===== src/rtl/seg_pkg.sv =====
// Shared types and constants for the seven-segment scan controller.
package seg_pkg;
  typedef enum logic [1:0] {IDLE, BLANK, SHOW} scan_state_t;

  localparam logic [6:0] SEG_BLANK = 7'h00;

  // Active-high {g,f,e,d,c,b,a} patterns, entry 0 is digit 0
  localparam logic [9:0][6:0] SEG_TABLE = {
    7'h6F, 7'h7F, 7'h07, 7'h7D, 7'h6D, 7'h66, 7'h4F, 7'h5B, 7'h06, 7'h3F
  };
endpackage


===== src/rtl/seg_scan_ctrl_if.sv =====
// Digit-set update handshake between a requester and the scan controller.
interface seg_scan_ctrl_if #(parameter int NUM_DIGITS = 2);
  logic                    upd_valid;
  logic                    upd_ready;
  logic [4*NUM_DIGITS-1:0] upd_digits;

  modport master (output upd_valid, output upd_digits, input upd_ready);
  modport slave  (input upd_valid, input upd_digits, output upd_ready);
endinterface


===== src/rtl/seg7_decode.sv =====
// BCD to seven-segment decoder; non-decimal nibbles render as blank.
module seg7_decode
  import seg_pkg::*;
(
  input  logic [3:0] bcd,
  output logic [6:0] seg
);
  always_comb seg = (bcd <= 4'd9) ? SEG_TABLE[bcd] : SEG_BLANK;
endmodule


===== src/rtl/seg_scan_ctrl.sv =====
// Multiplexed seven-segment scanner with blanking and frame-aligned updates.
module seg_scan_ctrl
  import seg_pkg::*;
#(
  parameter int NUM_DIGITS  = 2,
  parameter int PRESCALE    = 4,
  parameter int DWELL_TICKS = 4,
  parameter int BLANK_TICKS = 1
) (
  input  logic                  clk,
  input  logic                  reset,
  input  logic                  enable,
  seg_scan_ctrl_if.slave        upd,
  output logic [6:0]            seg,
  output logic [NUM_DIGITS-1:0] sel,
  output logic                  frame_done
);
  localparam int PW   = $clog2(PRESCALE);
  localparam int TMAX = (DWELL_TICKS > BLANK_TICKS) ? DWELL_TICKS : BLANK_TICKS;
  localparam int TW   = $clog2(TMAX + 1);
  localparam int IW   = $clog2(NUM_DIGITS);

  scan_state_t                 state, state_nxt;
  logic [PW-1:0]               pcnt;
  logic [TW-1:0]               tcnt, tcnt_nxt;
  logic [IW-1:0]               idx, idx_nxt;
  logic                        tick, frame_end, boundary, xfer;
  logic [NUM_DIGITS-1:0][3:0]  pend, active;
  logic                        pend_full;
  logic [6:0]                  dec_seg, seg_nxt;
  logic [NUM_DIGITS-1:0]       sel_nxt;

  assign tick          = (state != IDLE) && (pcnt == PW'(PRESCALE - 1));
  assign upd.upd_ready = !pend_full;
  assign xfer          = upd.upd_valid && upd.upd_ready;
  // IDLE is always a safe point to swap the displayed value
  assign boundary      = frame_end || (state == IDLE);

  always_comb begin
    state_nxt = state;
    tcnt_nxt  = tcnt;
    idx_nxt   = idx;
    frame_end = 1'b0;
    if (!enable) begin
      state_nxt = IDLE;
      tcnt_nxt  = '0;
      idx_nxt   = '0;
    end else begin
      case (state)
        IDLE: begin
          state_nxt = BLANK;
          tcnt_nxt  = '0;
          idx_nxt   = '0;
        end
        BLANK: if (tick) begin
          if (tcnt == TW'(BLANK_TICKS - 1)) begin
            state_nxt = SHOW;
            tcnt_nxt  = '0;
          end else tcnt_nxt = tcnt + 1'b1;
        end
        SHOW: if (tick) begin
          if (tcnt == TW'(DWELL_TICKS - 1)) begin
            state_nxt = BLANK;
            tcnt_nxt  = '0;
            frame_end = (idx == IW'(NUM_DIGITS - 1));
            idx_nxt   = frame_end ? '0 : idx + 1'b1;
          end else tcnt_nxt = tcnt + 1'b1;
        end
        default: state_nxt = IDLE;
      endcase
    end
  end

  // Outputs are computed from next state so they register on the same edge
  seg7_decode u_dec (.bcd(active[idx_nxt]), .seg(dec_seg));
  assign seg_nxt = (state_nxt == SHOW) ? dec_seg : SEG_BLANK;
  assign sel_nxt = (state_nxt == SHOW) ? (NUM_DIGITS'(1) << idx_nxt) : '0;

  // Resetting into BLANK matches the enable=1 case; with enable=0 the
  // next edge drops to IDLE with identical (all-off) outputs.
  always_ff @(posedge clk or posedge reset) begin
    if (reset) begin
      state      <= BLANK;
      pcnt       <= '0;
      tcnt       <= '0;
      idx        <= '0;
      seg        <= SEG_BLANK;
      sel        <= '0;
      frame_done <= 1'b0;
    end else begin
      state      <= state_nxt;
      tcnt       <= tcnt_nxt;
      idx        <= idx_nxt;
      seg        <= seg_nxt;
      sel        <= sel_nxt;
      frame_done <= frame_end;
      if (!enable || state == IDLE || tick) pcnt <= '0;
      else                                  pcnt <= pcnt + 1'b1;
    end
  end

  // Pending is only written while empty, so apply and capture never collide
  always_ff @(posedge clk or posedge reset) begin
    if (reset) begin
      pend      <= '0;
      pend_full <= 1'b0;
      active    <= '1;
    end else if (boundary && pend_full) begin
      active    <= pend;
      pend_full <= 1'b0;
    end else if (xfer) begin
      pend      <= upd.upd_digits;
      pend_full <= 1'b1;
    end
  end
endmodule


===== src/flat_wrapper.sv =====
// flat-port wrapper written by rule: the top's interface ports become plain ports
module seg_scan_ctrl_flat import seg_pkg::*;
#(
  parameter int NUM_DIGITS  = 2,
  parameter int PRESCALE    = 4,
  parameter int DWELL_TICKS = 4,
  parameter int BLANK_TICKS = 1
)
  (clk, reset, enable, seg, sel, frame_done, upd_upd_valid, upd_upd_digits, upd_upd_ready);
  seg_scan_ctrl_if #(.NUM_DIGITS(NUM_DIGITS)) upd_i ();
  input  logic clk;
  input  logic reset;
  input  logic enable;
  output logic [6:0] seg;
  output logic [NUM_DIGITS-1:0] sel;
  output logic frame_done;
  input wire logic [$bits(upd_i.upd_valid)-1:0] upd_upd_valid;
  input wire logic [$bits(upd_i.upd_digits)-1:0] upd_upd_digits;
  output wire logic [$bits(upd_i.upd_ready)-1:0] upd_upd_ready;
  assign upd_i.upd_valid = upd_upd_valid;
  assign upd_i.upd_digits = upd_upd_digits;
  assign upd_upd_ready = upd_i.upd_ready;
  seg_scan_ctrl #(.NUM_DIGITS(NUM_DIGITS), .PRESCALE(PRESCALE), .DWELL_TICKS(DWELL_TICKS), .BLANK_TICKS(BLANK_TICKS)) u_core (.clk(clk), .reset(reset), .enable(enable), .upd(upd_i), .seg(seg), .sel(sel), .frame_done(frame_done));
endmodule

===== config.mk =====
export PLATFORM = sky130hd
export DESIGN_NAME = seg_scan_ctrl_flat
export DESIGN_NICKNAME = d
export VERILOG_FILES = /design/src/rtl/seg_pkg.sv /design/src/rtl/seg_scan_ctrl_if.sv /design/src/rtl/seg7_decode.sv /design/src/rtl/seg_scan_ctrl.sv /design/src/flat_wrapper.sv
export SDC_FILE = /design/constraint.sdc
export NUM_CORES = 1
export LEC_CHECK = 0
export CAP_MARGIN = 20
export CORE_UTILIZATION = 58
export CTS_BUF_LIST = sky130_fd_sc_hd__clkbuf_8
export DETAILED_ROUTE_END_ITERATION = 7
export PLACE_DENSITY = 0.89
export REMOVE_ABC_BUFFERS = 1
export SLEW_MARGIN = 15
export SYNTH_ARGS = -nofsm -noshare
export SYNTH_HDL_FRONTEND = slang
export SYNTH_SLANG_ARGS = --single-unit
export TNS_END_PERCENT = 50

===== constraint.sdc =====
create_clock -name clk -period 4.3 [get_ports clk]
set_input_delay 0.86 -clock clk [delete_from_list [all_inputs] [get_ports clk]]
set_output_delay 0.86 -clock clk [all_outputs]
set_load 0.03 [all_outputs]

==> metrics list, run 1 <==
- Synth cell types: 46
- Most used flip-flop cell after synthesis: dfrtp_1
- Count of instances resized after the clock tree is built: 0
- TritonCTS built the clock tree.
* Average vias per placed instance: 5.724
- By count the netlist is led by dfrtp_1, inv_1, mux2_2.
- The first global-routing pass estimated 6513 um of wire.
- Worst hold path stage count: 1
- After detailed routing, the average wire length per cell comes to 16.49 um.
- Setup repair after global routing missed its margin: no
- The die is 61.06 um wide.
- Reg-to-reg endpoint: u_core.seg[0]
- At the worst endpoint, the required time is 4440 ps.
- Along the worst path, the maximum fanout reaches 11.
- After clock tree synthesis, the clock-pin slew on the worst setup and hold paths is 80 ps.
* Detailed Place HPWL: 3016 um
- FF-to-FF setup slack: 630 ps
- At the pin with the least slew margin, the transition time is 660.5 ps.
* Core Footprint: 0.003337 mm^2
- Site row count: 21
- Hold Path Sink: u_core.pcnt[0]
- The count of nets left with antenna violations once routing finished came out at 0.
* Clock Tree Root: clkbuf_8
* Hold-fix buffers, CTS: 0
- The number of antenna violations at the first check in global routing was 0.
* Final Hold Violating Endpoints: 0
- Num CTS Buffers: 5
- 23 I/O pins were placed.
* Category of the worst setup path launch point: flip-flop
- The detailed router finished its first iteration with 77 violations.
- Height of the die: 61.06 um
- In this run, synthesis inferred 0 flip-flops with an integrated enable.
- Sequential elements use 43.85% of the synthesized area.
- Worst hold path type: flip-flop to flip-flop
* Synth Cell Area: 0.002023 mm^2
* H-tree level count: 2
- The congestion estimate from routability-driven global placement came to 0.9054.
- Worst slew margin: 55.88%
- Measured in cells, the most critical reg-to-reg path has a length of 13.
* Number of sinks on the clock net: 35
* Gate count after technology mapping: 173
* Area used by multi-input combinational logic: 0.001016 mm^2
* Buffer depth of the longest clock path: 2
* Total power divided by cell area: 505.4 mW/mm^2
- Die Outline Area: 0.003728 mm^2
* Clock latency on the worst-skew pair: 280 ps
* Cell type contributing the most total cell area after synthesis: dfrtp_1
* Post-synth top area share: 32.16%
- STA classifies the critical path endpoint as a flip-flop.
- The number of setup buffers added after CTS is 0.
- Routed vias: 1391
- The layout has 257 filler cells.
- Design Power: 1.207 mW
- Number of max-cap violations: 0
* Outcome: finished clean
* Count of state elements after synthesis: 35
- Final period utilization: 85.34%
- Worst voltage drop across the vdd grid: 0.3252 mV
- Layout net count: 223
- Arrival time of the worst setup path: 3810 ps
- Warning count from the yosys run: 0
* End-of-flow core utilization: 71.58%
* Critical setup path kind: flip-flop to flip-flop
- Starting Density: 60.63%
* # setup viols final: 0
- Entering global routing, the biggest net connects 31 pins.
- Placed instance count: 235
* Register area: 887.1 um^2
* GRT Residual Overflow: 0
- Share of layout cells above drive strength 1: 23.86%
- For the finished layout, the period the worst path requires is 3670 ps.
* Port Buffers: 22
- Compared with the post-synthesis result, the final layout area differs by 18.06%.
- The number of max-slew violations in the final report is 0.
* Start point of the critical path: u_core.state[0]
- Average footprint of a synthesized cell: 11.69 um^2
- 1st-pass router iterations: 4
* Post-route clock skew: 6.884 ps
- The via count of the first global-routing pass came to 1434.
- Most common cell in the synthesized netlist: dfrtp_1
* Final wirelength: 4006 um
* Maximum frequency from static timing analysis: 272.5 MHz
- Final TNS setup: 0 ps
* Source of the worst register-to-register timing path: u_core.state[0]
- Hold_sp: u_core.pcnt[0]
- Asr flop ratio synth: 100.0%
- DRC violations left: 0
- The analysis attributes to cell leakage a power of 1.027 nW.
- Final antenna diode count: 0
* Cell Count, Final, Fillers Out: 243
- Yosys attributes the largest share of cell area to dfrtp_1, dfstp_2, mux2_2.
- Global routing consumed, over all layers together, 24.29% of the routing resources.
kinds of logic after synthesis:
kind of cell,Yosys count,share of synthesized area (%)
simple gates,42,14.22
mux,21,11.69
fa+ha+maj,15,9.276
buf+inv,24,5.937
compound gates,36,15.03
flops,35,43.85
worst max-delay path by stage:
stage	endpoint	slack, ps	cells after the start
final	u_core.seg[0]	630	13
after global routing	u_core.seg[0]	440	13
after CTS	u_core.seg[0]	680	13
after detailed placement	u_core.seg[0]	690	13
after global placement	u_core.seg[0]	970	10
after floorplan	u_core.seg[0]	1110	13
state kept, by name, summed over array words and instances (netlist names):
signal,count
u_core.seg,7
u_core.pend_full,1
u_core.pend,8
u_core.tcnt,3
u_core.state,2
u_core.pcnt,2
u_core.frame_done,1
u_core.idx,1
u_core.active,8
u_core.sel,2
layer usage:
layer	track usage [%]	wire, um	up-vias
li1	-	-	664
met1	29.47	1740	686
met2	41.46	2069	34
met3	5.882	135	7
met4	10.06	61	0
met5	0	0	-
power by group:
part | internal [mW] | switching, mW
Combinational | 0.166 | 0.184
Sequential | 0.429 | 0.0736
Clock | 0.231 | 0.123
layout by cell type (no fill, tap or decap), types with 2 or more instances in the layout:
cell and instances:
a21oi_1 11, a31oi_1 2, bufinv_16 2, clkbuf_8 5, clkdlybuf4s50_1 22, dfrtp_1 26
dfstp_2 9, ha_1 15, inv_1 16, mux2_2 17, mux2i_1 3, nand2_1 7
nand2b_1 4, nand3_1 3, nand3b_1 4, nand4b_1 2, nor2_1 7, nor3_1 2
o21ai_0 4, o21bai_1 4, o32ai_1 2, or3_1 3
critical path, cell delays in order (launching register included):
cell and delay (ps):
dfstp_2 570, inv_1 80, ha_1 320, or3b_4 450, o211a_4 170, nand2b_4 210, mux2i_1 370, inv_1 130
ha_1 270, nor2_1 230, o21ai_0 110, or3_1 350, nand4b_4 170, a221oi_1 80
stage by stage:
stage | hold WS, ps | worst slack [ps] | instance area (um^2)
4_1_cts | 457.2 | 676.0 | 2389
2_1_floorplan | 409.7 | 1110 | 1967
3_5_place_dp | 444.6 | 690.1 | 2252
6_report | 454.4 | 630.4 | 2389
3_3_place_gp | 425.8 | 972.9 | 2252
5_1_grt | 469.5 | 437.2 | 2389
area by class of cell:
cell class,instances,area share (%)
well taps,46,2.410
clock buffers,5,2.881
clock inverters,3,2.829
multi-input cells,114,42.54
inverters,17,2.672
flip-flops and latches,35,37.14
repair buffers,23,9.534
(Power assumes the default switching activity.)
==> run 2: changes to the inputs <==
--- a/config.mk
+++ b/config.mk
@@ -6,10 +6,10 @@
 export NUM_CORES = 1
 export LEC_CHECK = 0
 export CAP_MARGIN = 20
-export CORE_UTILIZATION = 58
+export CORE_UTILIZATION = 52
 export CTS_BUF_LIST = sky130_fd_sc_hd__clkbuf_8
 export DETAILED_ROUTE_END_ITERATION = 7
-export PLACE_DENSITY = 0.89
+export PLACE_DENSITY = 0.85
 export REMOVE_ABC_BUFFERS = 1
 export SLEW_MARGIN = 15
 export SYNTH_ARGS = -nofsm -noshare
==> constraint.sdc (replaced) <==
create_clock -name clk -period 3.3 [get_ports clk]
set_input_delay 0.66 -clock clk [delete_from_list [all_inputs] [get_ports clk]]
set_output_delay 0.66 -clock clk [all_outputs]
set_load 0.03 [all_outputs]
==> run 2 against run 1 <==
Against the previous run:
- final cell count increased by 5.8%
- register-to-register slack lost 490 ps
- core utilization fell by 5.2 points
- clock skew down 1.5 ps
- largest cell class unchanged
- highest routed layer unchanged
==> metrics list, run 2 (synthesized netlist as in run 1, its figures left out) <==
- The die area came to 0.004144 mm^2 (+11%).
- Average routed wire per standard cell: 14.93 um (-9.4%)
- Length of routed wiring on met1: 1613 um (-7.3%)
- Critical setup path kind: flip-flop to flip-flop
- Final wirelength: 3837 um (-4.2%)
- Capturing element type of the critical path: flip-flop
- Total power divided by cell area: 600.6 mW/mm^2 (+19%)
- CTS tree: done
- First-pass GRT wire length: 6596 um (+1.3%)
* Wire length on met2: 1951 um (-5.7%)
- Sequential share of power: 44.4% (+2.7 points)
- The logic gate share of total power was 33.8% (+4.8 points).
- Routability congestion estimate: 0.8690 (-4.0%)
- The slew at the pin closest to its max-slew limit is 672.2 ps (+11.68 ps).
- Starting Density: 54.85% (-5.8 points)
- The die extent in y came to 64.38 um (+5.4%).
- The final routed DRC violation total came to 0 (unchanged).
* Leading cell types in the layout, fill and taps excluded: dfrtp_1, clkdlybuf4s50_1, mux2_2
- Core Footprint: 0.003689 mm^2 (+11%)
- The run finished with clean final reports.
- Clock Tree Root: clkbuf_8
- Most common cell after layout, fill and taps aside: dfrtp_1
- Post-route cell area: 0.002449 mm^2 (+2.5%)
- Fillcell total: 279 (+8.6%)
- The chip width is 64.38 um (+5.4%).
- Cell Chain, Critical Path: ha_1, ha_2, ha_1, nand4b_1, o211a_4, nand2b_4, mux2_4, inv_2, ha_2, buf_4, nand3b_1, o21bai_1, mux2_2, o211ai_1, a21oi_1
- The count of final setup violators is 0 (unchanged).
- Switching Share: 34.58% (+3.0 points)
- Detailed Place HPWL: 2858 um (-5.2%)
- The number of buffers added by the clock tree synthesis step is 5 (unchanged).
- The net switching power was 508.6 uW (+34%).
- The number of sinks driven by the clock tree was 35 (unchanged).
- Time the final worst path needs with I/O delays and setup: 3162 ps (-507.9 ps)
- The tightest slew margin relative to the limit was 55.10% (-0.78 points).
- The final global-route overflow total is 0 (unchanged).
- Setup repair after global routing missed its margin: no
- The required time of the critical path was 3470 ps (-970 ps).
- Cell family with the largest share of critical-path delay: adder cells
- The critical path arrival came to 3330 ps (-480 ps).
- The internal power contribution was 962.0 uW (+16%).
- Met3 Wirelength: 195 um (+44%)
- Final Hold Violating Endpoints: 0 (unchanged)
- The remaining antenna violation count is 0 (unchanged).
* Buffers plus inverters on the worst setup path: 2 (unchanged)
- Largest stage delay, worst path: 410 ps (-160 ps)
- The number of levels in the clock H-tree came to 2 (unchanged).
- The clock tree buffer depth came to 2 (unchanged).
- The maximum clock frequency came to 316.3 MHz (+16%).
- The clock insertion delay at the later pin of the skew report was 300 ps (+20 ps).
* Port Buffers: 22 (unchanged)
- The average vias per placed instance is 5.650 (-1.3%).
- The overall track demand over capacity in global routing came to 21.27% (-3.0 points).
- I/O pin count: 23 (unchanged)
- The number of antenna violations at the first check in global routing came to 0 (unchanged).
- 1st-pass router iterations: 4 (unchanged)
* Static leakage: 1.054 nW (+2.6%)
- The total number of vias is 1452 (+4.4%).
* Worst voltage drop across the vdd grid: 0.3656 mV (+12%)
* Synth-to-Final Area Change: 21.03%
* Final antenna diode count: 0 (unchanged)
* Site row count: 22 (+4.8%)
* Clock slew seen by the registers of the worst setup and hold paths: 80 ps (about the same)
* Final period utilization: 95.81% (+10 points)
- Via count of the first global-routing pass: 1446 (+0.84%)
* Cell with the largest stage delay on the worst path: dfrtp_1
- The post-route total power is 1.471 mW (+22%).
* Biggest regs: u_core.active x8, u_core.pend x8, u_core.seg x7
* Area after DPL: 0.002315 mm^2 (+2.8%)
- The highest metal layer carrying signal wires in the routed design is met4.
- The share of post-route cells with drive strength above 1 came to 30.14% (+6.3 points).
- The count of max-cap constraint violations was 0 (unchanged).
- The total number of nets in the final design was 235 (+5.4%).
- Post-route clock skew: 5.422 ps (-1.462 ps)
* Largest net degree at the start of global routing: 36 (+16%)
- The number of max-slew violations in the final report is 0 (unchanged).
- The number of violations reported at the end of detailed-routing iteration 0 came to 91 (+18%).
- The largest fanout of any net on the critical path is 5 (-6).
- The min-delay analysis places its worst path in the category flip-flop to flip-flop.
- Category of the worst setup path launch point: flip-flop
- The setup TNS came to 0 ps (unchanged).
* Clk pwr share: 21.8% (-7.6 points)
-- run 2: cell count changes in the layout (fill, tap and decap cells not counted) --
cell        before  now
nor2_2           0    1
ha_1            15   13
inv_6            0    1
nor2_1           7    6
clkinvlp_4       1    2
bufinv_16        2    0
mux2i_1          3    2
ha_2             0    2
mux2i_2          0    1
buf_4            1   13
-- run 2: final timing paths --
path                                 from               end  slack [ps]  cells after the start
min in group asynchronous           reset    u_core.pcnt[1]         740                      3
hold / removal             u_core.pcnt[0]    u_core.pcnt[0]         440                      1
max in group asynchronous           reset  u_core.active[4]        2220                      3
setup / recovery           u_core.tcnt[0]     u_core.seg[3]         140                     15
setup reg to reg           u_core.tcnt[0]     u_core.seg[3]         140                     15
hold reg to reg            u_core.pcnt[0]    u_core.pcnt[0]         440                      1
-- run 2: worst register-to-register path, cell delays in order (launching register included) --
cell and delay (ps):
dfrtp_1 410, ha_1 240, ha_2 200, ha_1 270
nand4b_1 130, o211a_4 190, nand2b_4 170, mux2_4 330
inv_2 80, ha_2 180, buf_4 120, nand3b_1 100
o21bai_1 160, mux2_2 260, o211ai_1 100, a21oi_1 100
-- run 2: layout make-up --
class | instances | area (um^2) | area share [%]
clock inverter | 3 | 23.77 | 0.9709
multi-input combinational | 114 | 1027 | 41.95
tap | 48 | 60.06 | 2.453
inverter | 17 | 63.81 | 2.606
sequential | 35 | 887.1 | 36.23
timing repair buffer | 35 | 317.8 | 12.98
clock buffer | 5 | 68.82 | 2.810
-- run 2: power groups by stage --
| stage | combinational (mW) | clock (mW) | sequential (mW) |
|---|---|---|---|
| floorplan | 0.348 | 0 | 0.623 |
| global placement | 0.433 | 0 | 0.647 |
| detailed placement | 0.461 | 0 | 0.657 |
| CTS | 0.468 | 0.325 | 0.652 |
| global route | 0.546 | 0.341 | 0.670 |
| finish | 0.496 | 0.321 | 0.654 |
-- run 2: metal layers --
metal	vias to the layer above	GRT usage [%]
li1	693	-
met1	705	25.37
met2	47	35.39
met3	7	5.893
met4	0	9.722
met5	-	0
-- run 2: what timing repair did --
action                     4_1_cts  5_1_grt
pin swaps                        0        1
resized for setup                1        4
hold buffers                     0        0
buffers inserted                 0        4
setup endpoints to repair        2        7
gates cloned                     0        0
-- run 2: through the flow --
stage | utilization, % | hold slack (ps) | worst slack [ps] | cells
CTS | 65.37 | 442.5 | 25.47 | 253
detailed placement | 62.75 | 430.5 | 60.22 | 245
global placement | 62.75 | 419.8 | 195.8 | 245
global route | 66.38 | 460.3 | 1.607 | 257
finish | 66.38 | 440.8 | 138.3 | 257
floorplan | - | 409.7 | 110.0 | 166
